<file path="config.mk">
export PLATFORM = sky130hd
export DESIGN_NAME = vga_pattern_timing
export DESIGN_NICKNAME = d
export VERILOG_FILES = /design/src/rtl/vga_pattern_timing.sv
export SDC_FILE = /design/constraint.sdc
export NUM_CORES = 1
export LEC_CHECK = 0
export BUFFER_PORTS_ARGS = -buffer_cell sky130_fd_sc_hd__buf_2
export CAP_MARGIN = 20
export CELL_PAD_IN_SITES_DETAIL_PLACEMENT = 2
export CELL_PAD_IN_SITES_GLOBAL_PLACEMENT = 2
export CORE_ASPECT_RATIO = 1.75
export CORE_MARGIN = 2
export CORE_UTILIZATION = 37
export DETAILED_ROUTE_END_ITERATION = 10
export GPL_ROUTABILITY_DRIVEN = 0
export PLACE_DENSITY_LB_ADDON = 0.15
export SLEW_MARGIN = 20
export SYNTH_ARGS = -nofsm -noshare
export SYNTH_HDL_FRONTEND = slang
export SYNTH_SLANG_ARGS = --single-unit
</file>
<file path="constraint.sdc">
create_clock -name clk_pixel -period 11.9 [get_ports clk_pixel]
set_input_delay 1.19 -clock clk_pixel [delete_from_list [all_inputs] [get_ports clk_pixel]]
set_output_delay 1.19 -clock clk_pixel [all_outputs]
set_load 0.01 [all_outputs]
</file>
<file path="src/rtl/vga_pattern_timing.sv">
// vga_pattern_timing: parametrised VGA timing generator with run-time selectable
// test pictures, exporting pixel coordinates and a frame counter for overlays.
// Optional build macro: VGA_PATTERN_BORDER_EN adds a 1-pixel white border on the
// outermost active rows/columns; timing and latency are unchanged either way.
module vga_pattern_timing #(
  parameter int H_ACTIVE   = 640,
  parameter int H_FP       = 16,
  parameter int H_SYNC     = 96,
  parameter int H_BP       = 48,
  parameter int V_ACTIVE   = 480,
  parameter int V_FP       = 10,
  parameter int V_SYNC     = 2,
  parameter int V_BP       = 33,
  parameter bit H_SYNC_POL = 1'b0,
  parameter bit V_SYNC_POL = 1'b0,
  parameter int COLOR_BITS = 8
) (
  input  logic                                              clk_pixel,
  input  logic                                              reset,
  input  logic [2:0]                                        pattern_sel,
  output logic [COLOR_BITS-1:0]                             vga_r,
  output logic [COLOR_BITS-1:0]                             vga_g,
  output logic [COLOR_BITS-1:0]                             vga_b,
  output logic                                              vga_hsync,
  output logic                                              vga_vsync,
  output logic                                              vga_blank,
  output logic [$clog2(H_ACTIVE+H_FP+H_SYNC+H_BP)-1:0]      pos_x,
  output logic [$clog2(V_ACTIVE+V_FP+V_SYNC+V_BP)-1:0]      pos_y,
  output logic                                              frame_start,
  output logic [15:0]                                       frame_count
);

  localparam int H_TOTAL = H_ACTIVE + H_FP + H_SYNC + H_BP;
  localparam int V_TOTAL = V_ACTIVE + V_FP + V_SYNC + V_BP;
  localparam int HW      = $clog2(H_TOTAL);
  localparam int VW      = $clog2(V_TOTAL);
  localparam int BAR_W   = H_ACTIVE / 8;

  localparam logic [HW-1:0] H_LAST    = HW'(H_TOTAL - 1);
  localparam logic [VW-1:0] V_LAST    = VW'(V_TOTAL - 1);
  localparam logic [HW-1:0] H_ACT_END = HW'(H_ACTIVE);
  localparam logic [VW-1:0] V_ACT_END = VW'(V_ACTIVE);
  localparam logic [HW-1:0] HS_FIRST  = HW'(H_ACTIVE + H_FP);
  localparam logic [HW-1:0] HS_LAST   = HW'(H_ACTIVE + H_FP + H_SYNC - 1);
  localparam logic [VW-1:0] VS_FIRST  = VW'(V_ACTIVE + V_FP);
  localparam logic [VW-1:0] VS_LAST   = VW'(V_ACTIVE + V_FP + V_SYNC - 1);
  localparam logic [HW-1:0] MOVE_STEP = HW'(4);
  localparam logic [HW-1:0] MOVE_SPAN = HW'(16);
  localparam logic [COLOR_BITS-1:0] C_MAX = '1;

  // Raster counters and frame bookkeeping
  logic [HW-1:0] hcnt_q, hcnt_d;
  logic [VW-1:0] vcnt_q, vcnt_d;
  logic [2:0]    pattern_q;
  logic [15:0]   frame_count_q, frame_count_d;
  logic [HW-1:0] bar_left_q, bar_left_d;   // moving-bar left edge = (frame_count*4) mod H_ACTIVE
  logic          first_frame_q, first_frame_d;

  // Registered outputs
  logic [COLOR_BITS-1:0] r_q, g_q, b_q;
  logic                  hsync_q, vsync_q, blank_q, frame_start_q;
  logic [HW-1:0]         pos_x_q;
  logic [VW-1:0]         pos_y_q;

  logic          h_last, v_last, at_origin, active, hs_act, vs_act;
  logic [HW-1:0] bar_step, bar_off;
  logic [2:0]    bar_idx;
  logic [7:1]    bar_ge;
  logic [COLOR_BITS-1:0] pix_r, pix_g, pix_b;

  assign h_last    = (hcnt_q == H_LAST);
  assign v_last    = (vcnt_q == V_LAST);
  assign at_origin = (hcnt_q == '0) && (vcnt_q == '0);
  assign active    = (hcnt_q < H_ACT_END) && (vcnt_q < V_ACT_END);
  assign hs_act    = (hcnt_q >= HS_FIRST) && (hcnt_q <= HS_LAST);
  assign vs_act    = (vcnt_q >= VS_FIRST) && (vcnt_q <= VS_LAST);

  // Colour-bar boundaries; the last bar runs to the end of the active line
  for (genvar gi = 1; gi < 8; gi++) begin : g_bar_edge
    assign bar_ge[gi] = (hcnt_q >= HW'(gi * BAR_W));
  end

  // Next raster position: hcnt wraps each line, vcnt advances on that wrap
  always_comb begin
    hcnt_d = hcnt_q + 1'b1;
    vcnt_d = vcnt_q;
    if (h_last) begin
      hcnt_d = '0;
      vcnt_d = v_last ? '0 : vcnt_q + 1'b1;
    end
  end

  // Frame counter and moving-bar position advance together at pixel (0,0),
  // except for the very first frame after reset which stays frame 0
  always_comb begin
    frame_count_d = frame_count_q;
    bar_left_d    = bar_left_q;
    first_frame_d = first_frame_q;
    bar_step      = bar_left_q + MOVE_STEP;
    if (at_origin) begin
      first_frame_d = 1'b0;
      if (!first_frame_q) begin
        frame_count_d = frame_count_q + 16'd1;
        // Restart the bar at 0 when the count wraps so it always equals count*4 mod width
        if (frame_count_d == 16'd0) bar_left_d = '0;
        else if (bar_step >= H_ACT_END) bar_left_d = bar_step - H_ACT_END;
        else bar_left_d = bar_step;
      end
    end
  end

  // Pattern colour for the current counter position (uses this frame's bar edge)
  always_comb begin
    pix_r   = '0;
    pix_g   = '0;
    pix_b   = '0;
    bar_idx = '0;
    for (int i = 1; i < 8; i++) begin
      if (bar_ge[i]) bar_idx = 3'(i);
    end
    bar_off = (hcnt_q >= bar_left_d) ? hcnt_q - bar_left_d
                                     : hcnt_q + H_ACT_END - bar_left_d;
    case (pattern_q)
      3'd1: begin
        // Bar order W,Y,C,G,M,R,B,K maps to r=~idx[1], g=~idx[2], b=~idx[0]
        pix_r = {COLOR_BITS{~bar_idx[1]}};
        pix_g = {COLOR_BITS{~bar_idx[2]}};
        pix_b = {COLOR_BITS{~bar_idx[0]}};
      end
      3'd2: begin
        pix_r = hcnt_q[COLOR_BITS-1:0];
        pix_g = hcnt_q[COLOR_BITS-1:0];
        pix_b = hcnt_q[COLOR_BITS-1:0];
      end
      3'd3: begin
        if (hcnt_q[5] ^ vcnt_q[5]) begin
          pix_r = C_MAX; pix_g = C_MAX; pix_b = C_MAX;
        end
      end
      3'd4: begin
        pix_b = C_MAX;
        if (bar_off < MOVE_SPAN) begin
          pix_r = C_MAX; pix_g = C_MAX;
        end
      end
      3'd5: begin
        pix_r = C_MAX; pix_g = C_MAX; pix_b = C_MAX;
      end
      default: ;
    endcase
`ifdef VGA_PATTERN_BORDER_EN
    if ((hcnt_q == '0) || (hcnt_q == H_ACT_END - 1'b1) ||
        (vcnt_q == '0) || (vcnt_q == V_ACT_END - 1'b1)) begin
      pix_r = C_MAX; pix_g = C_MAX; pix_b = C_MAX;
    end
`endif
  end

  // State and output registers; outputs describe the counters of the previous cycle
  always_ff @(posedge clk_pixel) begin
    if (reset) begin
      hcnt_q        <= '0;
      vcnt_q        <= '0;
      pattern_q     <= '0;
      frame_count_q <= '0;
      bar_left_q    <= '0;
      first_frame_q <= 1'b1;
      r_q           <= '0;
      g_q           <= '0;
      b_q           <= '0;
      blank_q       <= 1'b1;
      hsync_q       <= ~H_SYNC_POL;
      vsync_q       <= ~V_SYNC_POL;
      pos_x_q       <= '0;
      pos_y_q       <= '0;
      frame_start_q <= 1'b0;
    end else begin
      hcnt_q        <= hcnt_d;
      vcnt_q        <= vcnt_d;
      if (h_last && v_last) pattern_q <= pattern_sel;
      frame_count_q <= frame_count_d;
      bar_left_q    <= bar_left_d;
      first_frame_q <= first_frame_d;
      r_q           <= active ? pix_r : '0;
      g_q           <= active ? pix_g : '0;
      b_q           <= active ? pix_b : '0;
      blank_q       <= ~active;
      hsync_q       <= hs_act ? H_SYNC_POL : ~H_SYNC_POL;
      vsync_q       <= vs_act ? V_SYNC_POL : ~V_SYNC_POL;
      pos_x_q       <= hcnt_q;
      pos_y_q       <= vcnt_q;
      frame_start_q <= at_origin;
    end
  end

  assign vga_r       = r_q;
  assign vga_g       = g_q;
  assign vga_b       = b_q;
  assign vga_hsync   = hsync_q;
  assign vga_vsync   = vsync_q;
  assign vga_blank   = blank_q;
  assign pos_x       = pos_x_q;
  assign pos_y       = pos_y_q;
  assign frame_start = frame_start_q;
  assign frame_count = frame_count_q;

endmodule

</file>
### Word level (Yosys, flattened, before mapping)

Cells that the tools add are included.

* flip-flop bits (word level): 98
* bits of input ports: 5
* output and inout port bits: 64

* add/subtract/negate cells: 8
* magnitude comparators: 16
* equal/unequal tests: 7
* mux-type cells: 20
* bitwise gates (word level): 6
* reductions and logical operators: 12

Operator list (count)
* $pmux 8 s5: 2
* $mux 10: 6
* $ge 10x9->1 const B: 4
* $pmux 8 s4: 1
* $ge 10x10->1 const B: 3
* $add 10x1->10 const B: 2
* $eq 10x10->1 const B: 2
* $ge 10x8->1 const B: 2
* $logic_not 10->1: 2
* $sub 10x10->10: 2
* $mux 3: 6
* $add 16x1->16 const B: 1
* $logic_not 16->1: 1
* $mux 8: 2
* $add 10x10->10 const B: 1
* $add 10x3->10 const B: 1
* $ge 10x10->1: 1
* $ge 10x7->1 const B: 1
* $le 10x10->1 const B: 1
* $le 10x9->1 const B: 1
* $lt 10x10->1 const B: 1
* $lt 10x5->1 const B: 1
* $lt 10x9->1 const B: 1
* $sub 10x10->10 const B: 1
* other kinds (9): 23

### Depth between registers and ports, before layout

* depth after elaboration: 11
* mapped depth: 21
* mapped depth without buffers: 21

### Worst setup path before layout

Ideal clock, no wire load.

* path kind: register -> register
* start point: register frame_count_q[1], in the netlist frame_count[1]
* end point: register g_q[0], in the netlist vga_g[0]
* setup time: 67 ps
* arrival time: 4407 ps
* data required time: 11833 ps
* path slack: 7426 ps
* stages on the path, launching flop included: 19
* path buffers: 1
* cells stage by stage: dfxtp_1 -> ha_1 -> nand3_1 -> nor2_1 -> nand4_1 -> a2111oi_2 -> buf_2 -> o21ai_0 -> a21oi_1 -> ha_1 -> inv_1 -> fa_1 -> xnor2_1 -> a31o_2 -> nor4_1 -> o21ai_0 -> a221oi_1 -> a2111oi_0 -> nor2_1

* longest elaborated chain between the ends: 10
* elaborated cells between the ends (all ways): 12

Ends and longest elaborated chain
* start: declaration: line 55 `logic [15:0] frame_count_q, frame_count_d;`
* start signal: assignment: line 181 `frame_count_q <= frame_count_d;`
* $add 16x1->16 *: line 103 `frame_count_d = frame_count_q + 16'd1;`
* $logic_not 16->1 *: line 105 `if (frame_count_d == 16'd0) bar_left_d = '0;`
* $mux 10 *: line 105
* $mux 10 *: line 102 `if (!first_frame_q) begin`
* $mux 10 *: line 100 `if (at_origin) begin`
* $sub 10x10->10, or another cell as far along: line 122 `: hcnt_q + H_ACT_END - bar_left_d;`
* $mux 10 *: line 121 `bar_off = (hcnt_q >= bar_left_d) ? hcnt_q - bar_left_d`
* $lt 10x5->1 *: line 142 `if (bar_off < MOVE_SPAN) begin`
* $mux 8 *: line 142
* $pmux 8 s5 *: line 123 `case (pattern_q)`
* end signal: assignment: line 185 `g_q <= active ? pix_g : '0;`
* end: declaration: line 60 `logic [COLOR_BITS-1:0] r_q, g_q, b_q;`

Every way passes the cells marked *; elsewhere a longest branch is shown, timed or not.
A chain may end at the register's enable or synchronous reset.

### Final worst setup path

* start point: register frame_count_q[0], in the netlist frame_count[0]
* end point: register r_q[0], in the netlist vga_r[0]

* longest elaborated chain between the ends: 10
* elaborated cells between the ends (all ways): 12

Ends and longest elaborated chain
* $add 16x1->16 *: line 103
* $logic_not 16->1 *: line 105
* $mux 10 *: line 105
* $mux 10 *: line 102
* $mux 10 *: line 100
* $sub 10x10->10, or another cell as far along: line 122
* $mux 10 *: line 121
* $lt 10x5->1 *: line 142
* $mux 8 *: line 142
* $pmux 8 s5 *: line 123
* end signal: assignment: line 184 `r_q <= active ? pix_r : '0;`
* end: declaration: line 60

Marked as above.

==> flow_summary.ini <==
[worst_setup_path]
slowest_stage = a221oi_1
r2r_start = frame_count[0]
path_cells = ha_1 > nand3_1 > nor2_1 > nand4_1 > a2111oi_4 > o21ai_0 > a21oi_1 > ha_1 > inv_1 > fa_1 > xnor2_1 > a31o_2 > nor4_1 > o21ai_0 > a221oi_1 > a2111oi_0 > nor2_1
reg2reg_to = vga_r[0]
start_kind = flip-flop
worst_ep_arrival_time_ps = 6000
crit_family = compound AO/OA/AOI/OAI gates
ff2ff_path_depth = 17
crit_type = flip-flop to flip-flop
cp_data_required_time_ps = 12180
path_max_fanout = 12
slowest_delay_ps = 880
r2r_slack_ps = 6180
cp_num_buf_inv = 1
crit_path_end_kind = flip-flop

[detailed_routing]
viasPerCell = 5.66
totalWireLength_um = 17200
first_iter_violations = 103
vias = 4919
ant_nets = 0
dr.pass1.iters = 6
routedWlPerCell_um = 19.8
drc = 0

[power]
p_sw_uw = 200
ir_worst_vdd_mv = 0.0683
power_uw = 708
intPower_uw = 508
power.density_nw_per_um2 = 117
power.leakage_nw = 2.53
swShare_pct = 28.3
power_frac_comb_pct = 10.4
seqPwrFrac_pct = 47.5
pwr-share-clk_pct = 42.0

[yosys]
synth-edff-count = 0
ys_types = 56
netlist_instances = 635
synthesis.nets = 674
synth_top_area_share_pct = 37.1
yosys-top-cells-count = 98 x dfxtp_1, 93 x nor2_1, 41 x o21ai_0
synth_seq_area_share_pct = 37.1
synthArstFlopShare_pct = 0
synth_area_leader_cell = dfxtp_1
synth.avg_cell_area_um2 = 8.33
synthFlopType = dfxtp_1
synth.area.top_cells = dfxtp_1 37%, nor2_1 6.6%, ha_1 6.4%
syn_area_um2 = 5290
yosysMostFrequentCell = dfxtp_1
yosysWarningCount = 0
ys_ff_latch = 98

[clock_tree]
root_buffer = clkbuf_16
hold_buffers = 0
clk_latency_ps = 360
clk_path_buf_depth = 2
cts_setup_buffers = 0
clkSinkCount = 98
path_clk_slew_ps = 80
h-tree-depth = 3
cts_buffers = 9
cts_tree = yes
post_cts_resized = 0

[global_routing]
grt.total_usage_pct = 23.3
grt_max_degree = 56
antenna_found_initial = 0
grt_pass1_vias = 5329
grt_pass1_wl_um = 27900
top_usage_layer = met2
met1_usage_pct = 24.7
met2_usage_pct = 44.8
overflow = 0
met3_usage_pct = 2.78

[floorplanning]
dieHeight_um = 162
fp-row-count = 57
core_um2 = 13900
die_w_um = 94.4
dieArea_um2 = 15300
io_pins = 69
start_util_pct = 38.0

[sta]
final.min_clock_period_ps = 5720
worstMarginPinSlew_ps = 1020
fin_tns_setup_ps = 0
whs_ps = 466
setup_ws_ps = 6180
min_period_over_period_pct = 48.1
relSlewSlack_pct = 31.9
slew_viol_final = 0
rsz0062_at_grt = no
hold_viol = 0
finalSetupViolCount = 0
clock_skew_ps = 19.0
max_freq_ghz = 0.175

[finish]
fin_area_um2 = 6060
multi_input_area_um2 = 3080
drive_above_1_share_pct = 14.3
final_nets = 726
seqCellArea_um2 = 1960
synthToLayoutAreaGrowth_pct = 14.7
num_antenna_cells = 0
fill_cells = 1622

[min_path]
min_from = bar_left_q[0]
min_to = bar_left_q[0]
hold_depth = 1
hold_path_class = flip-flop to flip-flop

[flow_run]
drv_cap = 0

[placed_design]
postPlaceCellArea_um2 = 5750
io_buffers = 68
dp_hpwl_um = 12800
pre_cts_ws_ps = 5890

[outcome]
outcome = completed
cells in the final DEF (no fill, tap or decap), drive strengths merged, types with 6 or more instances in the layout:
master / count
and4: 6
xnor2: 18
nor2: 94
inv: 38
fa: 7
buf: 71
a21oi: 33
nor2b: 16
a21o: 8
mux2i: 7
xor2: 17
a2111oi: 11
clkbuf: 9
nor3: 11
nand4: 16
ha: 27
and3: 10
nand3: 18
nor4: 13
dfxtp: 98
nand2: 37
o21ai: 41
and2: 10
a31oi: 7
or3: 8
cell families after synthesis:
family	after synthesis	share of synthesized area, %
simple gates	262	25.7
fa+ha+maj	34	9.04
xor+xnor	35	5.80
flops	98	37.1
mux	7	1.33
compound gates	133	16.0
buf+inv	66	5.04
sequential cells by signal, summed over array words and instances (netlist names):
register	flops
vga_vsync	1
hcnt_q	10
bar_left_q	10
frame_count	16
vga_b	8
pattern_q	3
vga_g	8
pos_x	10
vcnt_q	10
frame_start	1
vga_blank	1
vga_r	8
pos_y	10
vga_hsync	1
first_frame_q	1
per-stage QoR:
stage,instances,utilization (%)
finish,869,43.6
global route,869,43.6
CTS,869,43.5
detailed placement,853,41.3
global placement,853,41.3
floorplan,635,-
power by group through the flow:
stage | Combinational, mW | Clock (mW) | Sequential, mW
2_1_floorplan | 0.0519 | 0 | 0.342
5_1_grt | 0.0818 | 0.319 | 0.337
4_1_cts | 0.0744 | 0.308 | 0.337
3_5_place_dp | 0.0728 | 0 | 0.344
6_report | 0.0740 | 0.297 | 0.337
3_3_place_gp | 0.0686 | 0 | 0.344
layout make-up:
| cell class | instances | share of cell area, % |
|---|---|---|
| multi-input cells | 471 | 50.8 |
| repair buffers | 71 | 5.98 |
| clock inverters | 7 | 1.32 |
| clock buffers | 9 | 3.71 |
| inverters | 36 | 2.23 |
| flip-flops and latches | 98 | 32.3 |
| well taps | 177 | 3.65 |
routing by layer:
| layer | up-vias | routed length [um] | share of wire, % |
|---|---|---|---|
| met5 | - | 0 | 0 |
| met4 | 0 | 594 | 3.4 |
| met3 | 32 | 354 | 2.1 |
| met2 | 90 | 9600 | 56 |
| met1 | 2458 | 6670 | 39 |
| li1 | 2339 | - | - |
worst max-delay path by stage:
stage               depth (start not counted)       end  slack (ps)            from
floorplan                                  18  vga_g[0]        7430  frame_count[1]
global placement                           17  vga_r[5]        6330  frame_count[0]
detailed placement                         17  vga_r[3]        5890  frame_count[0]
CTS                                        17  vga_r[0]        5820  frame_count[0]
global route                               17  vga_r[3]        5690  frame_count[0]
finish                                     17  vga_r[0]        6180  frame_count[0]
worst reg2reg max path, cell delays in order (launching register included):
cell and delay (ps):
dfxtp_1 510, ha_1 270, nand3_1 200, nor2_1 310
nand4_1 210, a2111oi_4 720, o21ai_0 230, a21oi_1 320
ha_1 250, inv_1 60, fa_1 400, xnor2_1 150
a31o_2 220, nor4_1 240, o21ai_0 120, a221oi_1 880
a2111oi_0 350, nor2_1 210
No activity file was read; power rests on OpenSTA's default activity.
